===== config.mk =====
export PLATFORM = sky130hd
export DESIGN_NAME = pcs_receive_flat
export DESIGN_NICKNAME = d
export VERILOG_FILES = /design/src/rtl/pcs_receive_if.sv /design/src/rtl/pcs_receive.sv /design/src/flat_wrapper.sv
export SDC_FILE = /design/constraint.sdc
export NUM_CORES = 1
export LEC_CHECK = 0
export ABC_AREA = 1
export CAP_MARGIN = 10
export CORE_AREA = 2 2 53 55
export DETAILED_ROUTE_END_ITERATION = 7
export DIE_AREA = 0 0 55 57
export PLACE_DENSITY_LB_ADDON = 0.05
export SETUP_SLACK_MARGIN = 0.3
export SYNTH_ARGS = -nofsm -noshare
export SYNTH_HDL_FRONTEND = slang
export SYNTH_SLANG_ARGS = --single-unit
export TNS_END_PERCENT = 5

===== constraint.sdc =====
create_clock -name GTX_CLK -period 1.3 [get_ports GTX_CLK]
set_input_delay 0.13 -clock GTX_CLK [delete_from_list [all_inputs] [get_ports GTX_CLK]]
set_output_delay 0.13 -clock GTX_CLK [all_outputs]
set_load 0.02 [all_outputs]

===== src/rtl/pcs_receive_if.sv =====
// Code-group input bundle from the 8b/10b decoder and sync block, plus the
// rebuilt GMII receive outputs. One code-group is presented per GTX_CLK edge.
interface pcs_receive_if;
  logic [7:0] rx_data;
  logic       rx_is_k;
  logic       rx_cg_err;
  logic       rx_even;
  logic       sync_status;
  logic [7:0] RXD;
  logic       RX_DV;
  logic       RX_ER;
  logic       receiving;
  logic [3:0] rx_state;

  // Handshake: none. A new code-group is valid on every rising edge and the
  // receiver always accepts it; outputs are registered one edge later.
  modport master (
    output rx_data, rx_is_k, rx_cg_err, rx_even, sync_status,
    input  RXD, RX_DV, RX_ER, receiving, rx_state
  );

  modport slave (
    input  rx_data, rx_is_k, rx_cg_err, rx_even, sync_status,
    output RXD, RX_DV, RX_ER, receiving, rx_state
  );
endinterface


===== src/rtl/pcs_receive.sv =====
// 1000BASE-X PCS receive FSM: decoded code-groups in, GMII RXD/RX_DV/RX_ER out.
// Optional statistics counters frame_cnt/err_cnt are built when PCS_RX_STATS_EN is defined.
module pcs_receive #(
  parameter logic [7:0] PREAMBLE_BYTE = 8'h55
`ifdef PCS_RX_STATS_EN
  , parameter int CNT_W = 16
`endif
) (
  input logic          GTX_CLK,
  input logic          mr_main_reset,
  pcs_receive_if.slave rx_if
`ifdef PCS_RX_STATS_EN
  , output logic [CNT_W-1:0] frame_cnt
  , output logic [CNT_W-1:0] err_cnt
`endif
);

  typedef enum logic [3:0] {
    LINK_FAILED     = 4'd0,
    WAIT_FOR_K      = 4'd1,
    RX_K            = 4'd2,
    RX_CB           = 4'd3,
    IDLE_D          = 4'd4,
    START_OF_PACKET = 4'd5,
    RECEIVE         = 4'd6,
    TRI             = 4'd7,
    EXTEND          = 4'd8,
    FALSE_CARRIER   = 4'd9
  } state_t;

  state_t     r_state, w_state_nxt;
  logic [7:0] r_rxd, w_rxd_nxt;
  logic       r_dv, w_dv_nxt;
  logic       r_er, w_er_nxt;
  logic       r_rcv, w_rcv_nxt;
  logic       w_tri_entry;

  logic w_ok, w_k, w_d, w_k28_5, w_comma, w_s, w_t, w_r, w_idle_oct, w_cfg_oct;

  // Every symbol match requires a clean code-group; errored ones never decode.
  assign w_ok       = !rx_if.rx_cg_err;
  assign w_k        = w_ok && rx_if.rx_is_k;
  assign w_d        = w_ok && !rx_if.rx_is_k;
  assign w_k28_5    = w_k && (rx_if.rx_data == 8'hBC);
  assign w_comma    = w_k28_5 && rx_if.rx_even;
  assign w_s        = w_k && (rx_if.rx_data == 8'hFB);
  assign w_t        = w_k && (rx_if.rx_data == 8'hFD);
  assign w_r        = w_k && (rx_if.rx_data == 8'hF7);
  assign w_idle_oct = w_d && ((rx_if.rx_data == 8'h50) || (rx_if.rx_data == 8'hC5));
  assign w_cfg_oct  = w_d && ((rx_if.rx_data == 8'hB5) || (rx_if.rx_data == 8'h42));

  always_comb begin
    w_state_nxt = r_state;
    w_rxd_nxt   = 8'h00;
    w_dv_nxt    = 1'b0;
    w_er_nxt    = 1'b0;
    w_tri_entry = 1'b0;
    if (!rx_if.sync_status) begin
      w_state_nxt = LINK_FAILED;
      w_er_nxt    = r_rcv;
    end else begin
      case (r_state)
        LINK_FAILED: w_state_nxt = WAIT_FOR_K;
        WAIT_FOR_K:  if (w_comma) w_state_nxt = RX_K;
        RX_K: begin
          if (w_cfg_oct)       w_state_nxt = RX_CB;
          else if (w_idle_oct) w_state_nxt = IDLE_D;
          else                 w_state_nxt = WAIT_FOR_K;
        end
        RX_CB: w_state_nxt = w_comma ? RX_K : WAIT_FOR_K;
        IDLE_D: begin
          if (!w_ok) begin
            w_state_nxt = WAIT_FOR_K;
          end else if (w_comma) begin
            w_state_nxt = RX_K;
          end else if (w_s) begin
            w_state_nxt = START_OF_PACKET;
            w_rxd_nxt   = PREAMBLE_BYTE;
            w_dv_nxt    = 1'b1;
          end else begin
            w_state_nxt = FALSE_CARRIER;
            w_er_nxt    = 1'b1;
            w_rxd_nxt   = 8'h0E;
          end
        end
        // The code-group following /S/ is already frame data.
        START_OF_PACKET, RECEIVE: begin
          if (w_t) begin
            w_state_nxt = TRI;
            w_tri_entry = 1'b1;
          end else if (w_k28_5) begin
            w_state_nxt = RX_K;
            w_dv_nxt    = 1'b1;
            w_er_nxt    = 1'b1;
            w_rxd_nxt   = rx_if.rx_data;
          end else begin
            w_state_nxt = RECEIVE;
            w_dv_nxt    = 1'b1;
            w_er_nxt    = !w_d;
            w_rxd_nxt   = rx_if.rx_data;
          end
        end
        // The first /R/ belongs to the end delimiter; only later ones extend carrier.
        TRI: begin
          if (w_r) begin
            w_state_nxt = EXTEND;
          end else begin
            w_state_nxt = WAIT_FOR_K;
            w_er_nxt    = 1'b1;
          end
        end
        EXTEND: begin
          if (w_r) begin
            w_er_nxt  = 1'b1;
            w_rxd_nxt = 8'h0F;
          end else if (w_comma) begin
            w_state_nxt = RX_K;
          end else begin
            w_state_nxt = WAIT_FOR_K;
            w_er_nxt    = 1'b1;
            w_rxd_nxt   = 8'h0F;
          end
        end
        FALSE_CARRIER: begin
          if (w_comma) begin
            w_state_nxt = RX_K;
          end else begin
            w_er_nxt  = 1'b1;
            w_rxd_nxt = 8'h0E;
          end
        end
        default: w_state_nxt = LINK_FAILED;
      endcase
    end
  end

  always_comb begin
    w_rcv_nxt = 1'b0;
    case (w_state_nxt)
      START_OF_PACKET, RECEIVE, TRI, EXTEND, FALSE_CARRIER: w_rcv_nxt = 1'b1;
      default:                                              w_rcv_nxt = 1'b0;
    endcase
  end

  always_ff @(posedge GTX_CLK) begin
    if (!mr_main_reset) begin
      r_state <= LINK_FAILED;
      r_rxd   <= 8'h00;
      r_dv    <= 1'b0;
      r_er    <= 1'b0;
      r_rcv   <= 1'b0;
    end else begin
      r_state <= w_state_nxt;
      r_rxd   <= w_rxd_nxt;
      r_dv    <= w_dv_nxt;
      r_er    <= w_er_nxt;
      r_rcv   <= w_rcv_nxt;
    end
  end

  assign rx_if.RXD       = r_rxd;
  assign rx_if.RX_DV     = r_dv;
  assign rx_if.RX_ER     = r_er;
  assign rx_if.receiving = r_rcv;
  assign rx_if.rx_state  = r_state;

`ifdef PCS_RX_STATS_EN
  logic [CNT_W-1:0] r_frame_cnt, r_err_cnt;

  // Counters update on the same edge that registers the event they count.
  always_ff @(posedge GTX_CLK) begin
    if (!mr_main_reset) begin
      r_frame_cnt <= '0;
      r_err_cnt   <= '0;
    end else begin
      if (w_tri_entry && (r_frame_cnt != '1)) r_frame_cnt <= r_frame_cnt + 1'b1;
      if (w_er_nxt && w_rcv_nxt && (r_err_cnt != '1)) r_err_cnt <= r_err_cnt + 1'b1;
    end
  end

  assign frame_cnt = r_frame_cnt;
  assign err_cnt   = r_err_cnt;
`else
  logic w_unused_tri;
  assign w_unused_tri = w_tri_entry;
`endif

endmodule


===== src/flat_wrapper.sv =====
// flat-port wrapper written by rule: the top's interface ports become plain ports
module pcs_receive_flat 
#(
  parameter logic [7:0] PREAMBLE_BYTE = 8'h55

)
  (GTX_CLK, mr_main_reset, rx_if_rx_data, rx_if_rx_is_k, rx_if_rx_cg_err, rx_if_rx_even, rx_if_sync_status, rx_if_RXD, rx_if_RX_DV, rx_if_RX_ER, rx_if_receiving, rx_if_rx_state);
  pcs_receive_if rx_if_i ();
  input logic GTX_CLK;
  input logic mr_main_reset;
  input wire logic [$bits(rx_if_i.rx_data)-1:0] rx_if_rx_data;
  input wire logic [$bits(rx_if_i.rx_is_k)-1:0] rx_if_rx_is_k;
  input wire logic [$bits(rx_if_i.rx_cg_err)-1:0] rx_if_rx_cg_err;
  input wire logic [$bits(rx_if_i.rx_even)-1:0] rx_if_rx_even;
  input wire logic [$bits(rx_if_i.sync_status)-1:0] rx_if_sync_status;
  output wire logic [$bits(rx_if_i.RXD)-1:0] rx_if_RXD;
  output wire logic [$bits(rx_if_i.RX_DV)-1:0] rx_if_RX_DV;
  output wire logic [$bits(rx_if_i.RX_ER)-1:0] rx_if_RX_ER;
  output wire logic [$bits(rx_if_i.receiving)-1:0] rx_if_receiving;
  output wire logic [$bits(rx_if_i.rx_state)-1:0] rx_if_rx_state;
  assign rx_if_i.rx_data = rx_if_rx_data;
  assign rx_if_i.rx_is_k = rx_if_rx_is_k;
  assign rx_if_i.rx_cg_err = rx_if_rx_cg_err;
  assign rx_if_i.rx_even = rx_if_rx_even;
  assign rx_if_i.sync_status = rx_if_sync_status;
  assign rx_if_RXD = rx_if_i.RXD;
  assign rx_if_RX_DV = rx_if_i.RX_DV;
  assign rx_if_RX_ER = rx_if_i.RX_ER;
  assign rx_if_receiving = rx_if_i.receiving;
  assign rx_if_rx_state = rx_if_i.rx_state;
  pcs_receive #(.PREAMBLE_BYTE(PREAMBLE_BYTE)) u_core (.GTX_CLK(GTX_CLK), .mr_main_reset(mr_main_reset), .rx_if(rx_if_i));
endmodule

# --- Yosys cells after proc, flatten, opt, wreduce, memory -nomap -nowiden ---
# Cells that the tools add are included.
word_totals:
  ff_bits: 15
  input_bits: 14
classes:
  eq_ne: 22
  muxes: 37
  n_reduce_logical: 19
ops:
  columns: ["cell", "n"]
  rows:
  - ["$eq A8 B8 Y1 const B", 6]
  - ["$mux W4", 11]
  - ["$mux W8", 4]
  - ["$pmux W4 S8", 1]
  - ["$pmux W8 S4", 1]
  - ["$eq A4 B3 Y1 const B", 7]
  - ["$eq A4 B4 Y1 const B", 4]
  - ["$eq A8 B7 Y1 const B", 2]
  - ["$mux W1", 14]
  - ["$logic_and A1 B1 Y1", 9]
  - ["$eq A4 B2 Y1 const B", 2]
  - ["$mux W7", 1]
  - ["$mux W3", 2]
  - ["$pmux W1 S5", 1]
  - ["$reduce_or A5 Y1", 1]
  - ["$eq A4 B1 Y1 const B", 1]
  - ["$logic_not A4 Y1", 1]
  - ["$reduce_or A2 Y1", 2]
  - ["$logic_not A1 Y1", 3]
  - ["$logic_or A1 B1 Y1", 2]
  - ["$mux W2", 1]
  - ["$pmux W1 S2", 1]
  - ["$reduce_and A2 Y1", 1]

# --- Depth between registers and ports, before layout ---
logic_depth:
  word_depth: 11
  ltp_mapped: 12
  mapped_depth_nobuf: 12

# --- Least setup slack after synthesis ---
# OpenSTA, ideal clock, no wires.
synth_path:
  path_kind: "register to register"
  from: "reg u_core.r_state[2], in the netlist u_core.rx_if.rx_state[2]"
  to: "reg u_core.r_rxd[2], in the netlist u_core.rx_if.RXD[2]"
  arrival_ns: 1.303
  t_required_ns: 1.244
  slack_ns: -0.059
  path_stages_with_launch: 7
  path_buffers: 0
  period_less_slack_ns: 1.359
  path_cell_list: "dfxtp_1 -> nand2_1 -> nor3_4 -> nand2_2 -> o221ai_1 -> nand2_1 -> inv_1"
synth_via:
  elab_chain_cells: 3
  elab_cells_between_ends: 7
  classes_between: "eq/ne (5); mux (1); reduce/logical (1)"
synth_lines:
  columns: ["item", "line_no", "rtl"]
  rows:
  - ["from (decl)", "pcs_receive.sv:31", "state_t r_state, w_state_nxt;"]
  - ["from (signal assigned)", "pcs_receive.sv:153", "r_state <= w_state_nxt;"]
  - ["$eq A4 B3 Y1", "pcs_receive.sv:62", "case (r_state)"]
  - ["$reduce_or A2 Y1", "pcs_receive.sv:62", null]
  - ["$pmux W8 S4 *", "pcs_receive.sv:62", null]
  - ["to (signal assigned)", "pcs_receive.sv:154", "r_rxd <= w_rxd_nxt;"]
  - ["to (decl)", "pcs_receive.sv:32", "logic [7:0] r_rxd, w_rxd_nxt;"]
# Every way passes the cells marked *; elsewhere a longest branch is shown, timed or not.
# A chain may end at the register's enable or synchronous reset.

# --- Worst setup path in the final report ---
layout_path:
  from: "in rx_if_rx_data[3]"
  to: "reg u_core.r_rcv, in the netlist u_core.rx_if.receiving"
layout_via:
  elab_chain_cells: 10
  elab_cells_between_ends: 37
  classes_between: "eq/ne (13); mux (14); reduce/logical (10)"
layout_lines:
  columns: ["item", "line_no", "rtl"]
  rows:
  - ["from (decl)", "flat_wrapper.sv:11", "input wire logic [$bits(rx_if_i.rx_data)-1:0] rx_if_rx_data;"]
  - ["$eq A8 B8 Y1, or another cell as far along", "pcs_receive.sv:46", "assign w_s = w_k && (rx_if.rx_data == 8'hFB);"]
  - ["$logic_and A1 B1 Y1, or another cell as far along", "pcs_receive.sv:46", null]
  - ["$mux W4, or another cell as far along", "pcs_receive.sv:76", "end else if (w_s) begin"]
  - ["$mux W4, or another cell as far along", "pcs_receive.sv:74", "end else if (w_comma) begin"]
  - ["$mux W4, on equally long branches", "pcs_receive.sv:72, pcs_receive.sv:113, pcs_receive.sv:66", null]
  - ["$pmux W4 S8 *", "pcs_receive.sv:62", null]
  - ["$mux W4 *", "pcs_receive.sv:58", "if (!rx_if.sync_status) begin"]
  - ["$eq A4 B3 Y1 or $eq A4 B4 Y1 (tied branches)", "pcs_receive.sv:139", "case (w_state_nxt)"]
  - ["$reduce_or A5 Y1 *", "pcs_receive.sv:139", null]
  - ["$mux W1 *", "pcs_receive.sv:139", null]
  - ["to (signal assigned)", "pcs_receive.sv:157", "r_rcv <= w_rcv_nxt;"]
  - ["to (decl)", "pcs_receive.sv:35", "logic r_rcv, w_rcv_nxt;"]
# Marked as above.

==> impl_metrics.toml <==
[logic_synthesis]
syn_area_um2 = 1026
syn_inst = 169
ys_seq_area_frac = 0.2927
ys_ff_latch = 15
syn_nets = 183
yosys_warnings = 0
ys_types = 22
syn_area_per_cell_um2 = 6.071

[critical_path]
slowest_stage = "clkdlybuf4s50_1"
slowest_delay_ps = 500
crit_fanout = 7
worstPathArrival_ps = 1550
worstSetupEndpointType = "register"
startpoint_type = "primary input"
crit_type = "primary input to register"
required_ps = 1480
path_cells = "clkdlybuf4s50_1, nand2_1, nor2_2, nand4_4, nand2_2, nand2_1, nor2_2, nand3_1, nand2_1, nand2_1"
cpMostUsedCell = "nand2_1"

[floorplan]
die_area_um2 = 3135
die_x_um = 55
placementRows = 19
fp.dieH_um = 57
core_area_um2 = 2615
num_io_pins = 29
start_util = 0.3923

[clock_network]
cts.clk_slew.worst_paths_ps = 80
tritoncts = "built"
numCtsBuffers = 3
clockBufferDepth = 2
clk_latency_ps = 270
clock-sinks = 15
ctsHoldBuffers = 0
root_buffer = "clkbuf_4"
htreeDepth = 1

[min_path]
hold_path_class = "primary input to register"

[route]
firstDrtPassIters = 5
drt_iter0_markers = 24
wl_um = 2784
routed_via_density = 4.720
post_drt_wl_per_cell_um = 10.96
route.vias.total = 1199
drtAntennaViolNets = 0
drc_errors = 0

[placed_design]
io_buffers = 28
hpwl_um = 2287
place_congestion = 0.9517
placed_cell_area_um2 = 1524

[global_routing]
grt_max_degree = 9
grt_overflow_total = 0
antenna_found_initial = 0
grt_pass1_vias = 1131
grt_pass1_wl_um = 4698
grt_util_all_layers = 0.2017

[power]
p_per_area_nw_per_um2 = 569.9
p_leak_nw = 0.7944
peakVddDrop_mv = 0.6669
p_clk_frac = 0.283
p_sw_frac = 0.2595
switchingPower_uw = 230.0
power.internal_uw = 656.3
comb_power_share = 0.199
finalPower_uw = 886.3
seqPwrFrac = 0.518

[final_layout]
nets = 238
n_fill_cell = 268
fin_area_um2 = 1555
antenna_cells = 0
finish.utilization = 0.5947
drive_gt1_frac = 0.3677
multiInputGateArea_um2 = 665.6
regArea_um2 = 312.8
syn2layout_area_growth_pct = 51.59

[timing]
final.min_clock_period_ps = 1367
worst_slew_pin_slew_ps = 271.4
slew_viol_final = 0
fin_tns_setup_ps = -307.7
finalHoldViolations = 0
post-route-period-util = 1.052
max_freq_mhz = 731.4
rsz0062_at_grt = "true"
relSlewSlack = 0.8185
fin_skew_ps = 3.269
setup_viol = 9
worst_slack_ps = -67.27

[outcome]
status = "complete, but fails checks"
violations = "negative setup slack"

[run]
maxCapViolCount = 0
-- repair_timing --
action	CTS	global route
buffers inserted	0	2
resized for setup	62	20
endpoints found under the setup margin	30	27
pin swaps	7	6
gates cloned	0	0
-- synth_stat cells --
| master | n | area (um^2) |
|---|---|---|
| nand3_2 | 1 | 10.01 |
| nor3_2 | 1 | 10.01 |
| nand4_4 | 1 | 21.27 |
| nor2_4 | 3 | 33.78 |
| nor3_4 | 1 | 16.27 |
| clkinv_1 | 1 | 3.750 |
| nor2_1 | 23 | 86.33 |
| o221ai_1 | 1 | 8.760 |
| inv_1 | 30 | 112.6 |
| nor3_1 | 3 | 15.01 |
| dfxtp_1 | 15 | 300.3 |
| o211ai_2 | 1 | 12.51 |
| nand4_1 | 5 | 31.28 |
| nand3b_1 | 1 | 7.510 |
| inv_2 | 4 | 15.01 |
| nor2_2 | 2 | 12.51 |
| nand2_2 | 2 | 12.51 |
| nand2_1 | 45 | 168.9 |
| o211ai_1 | 1 | 7.510 |
| a21oi_1 | 8 | 40.04 |
| nand3_1 | 15 | 75.07 |
| o21ai_1 | 5 | 25.02 |
-- flip-flops by register name, indices dropped and copies added, names as in the netlist --
name and count:
u_core.rx_if.RX_ER 1, u_core.rx_if.RX_DV 1, u_core.rx_if.RXD 8, u_core.rx_if.rx_state 4, u_core.rx_if.receiving 1
-- worst max-delay path, delay by kind of cell --
| kind | cells | cell delay, ps |
|---|---|---|
| simple gates | 9 | 900 |
| buf+inv | 1 | 500 |
-- kinds of logic (layout without fill, tap and decap cells) --
kind of cell,count (synthesis),in the layout,share of synthesized area
flops,15,15,0.2927
buf+inv,35,89,0.1280
compound gates,16,16,0.09146
simple gates,103,103,0.4878
-- area by class of cell --
class                   count  area share
multi-input cells         119      0.4280
repair buffers             50      0.2430
flip-flops and latches     15      0.2011
inverters                  35     0.08608
well taps                  31     0.02494
clock buffers               4     0.01689
-- layout by cell type (no fill, tap or decap), types with 2 or more instances in the layout --
master / Yosys / final
nand2_1: 45 / 39
inv_1: 30 / 25
buf_4: 0 / 21
nor2_1: 23 / 19
nand3_1: 15 / 13
buf_2: 0 / 12
dfxtp_1: 15 / 11
nand2_2: 2 / 8
inv_2: 4 / 8
clkdlybuf4s50_1: 0 / 8
dlygate4sd2_1: 0 / 6
nor2_2: 2 / 5
nand4_1: 5 / 5
a21oi_1: 8 / 5
nor2_4: 3 / 4
o21ai_1: 5 / 4
nand3_2: 1 / 3
a21oi_2: 0 / 3
clkbuf_4: 0 / 3
dfxtp_4: 0 / 3
nor3_4: 1 / 2
nor3_2: 1 / 2
-- power groups by stage --
stage | clock [mW] | combinational [mW] | sequential, mW
3_5_place_dp | 0 | 0.171 | 0.470
4_1_cts | 0.261 | 0.171 | 0.459
3_3_place_gp | 0 | 0.170 | 0.470
5_1_grt | 0.289 | 0.193 | 0.460
2_1_floorplan | 0 | 0.0685 | 0.472
6_report | 0.250 | 0.176 | 0.459
-- stage by stage --
stage | setup WS, ps | cells | hold slack, ps
2_1_floorplan | 102.1 | 169 | 239.2
3_3_place_gp | -429.6 | 248 | 460.1
3_5_place_dp | -413.2 | 248 | 457.8
4_1_cts | -54.37 | 252 | 369.7
5_1_grt | -191.8 | 254 | 372.4
6_report | -67.27 | 254 | 382.2
-- final timing paths --
check                           slack [ps]                           startpoint  depth (start not counted)                                end
worst max-delay path                   -70                     rx_if_rx_data[3]                         10  u_core.rx_if.receiving$_SDFF_PN0_
worst min-delay path                   380                     rx_if_rx_data[7]                          4     u_core.rx_if.RXD[7]$_SDFF_PN0_
worst max register to register         -60  u_core.rx_if.rx_state[0]$_SDFF_PN0_                          8  u_core.rx_if.receiving$_SDFF_PN0_
worst min register to register         460    u_core.rx_if.receiving$_SDFF_PN0_                          2      u_core.rx_if.RX_ER$_SDFF_PN0_
-- metal layers --
layer / global-route usage / vias to the layer above / share of wire
li1: - / 640 / -
met1: 0.2431 / 527 / 0.43
met2: 0.3503 / 28 / 0.51
met3: 0.05497 / 4 / 0.051
met4: 0.04181 / 0 / 0.0086
met5: 0 / - / 0
Note: power is estimated with default switching activity, not from simulation.
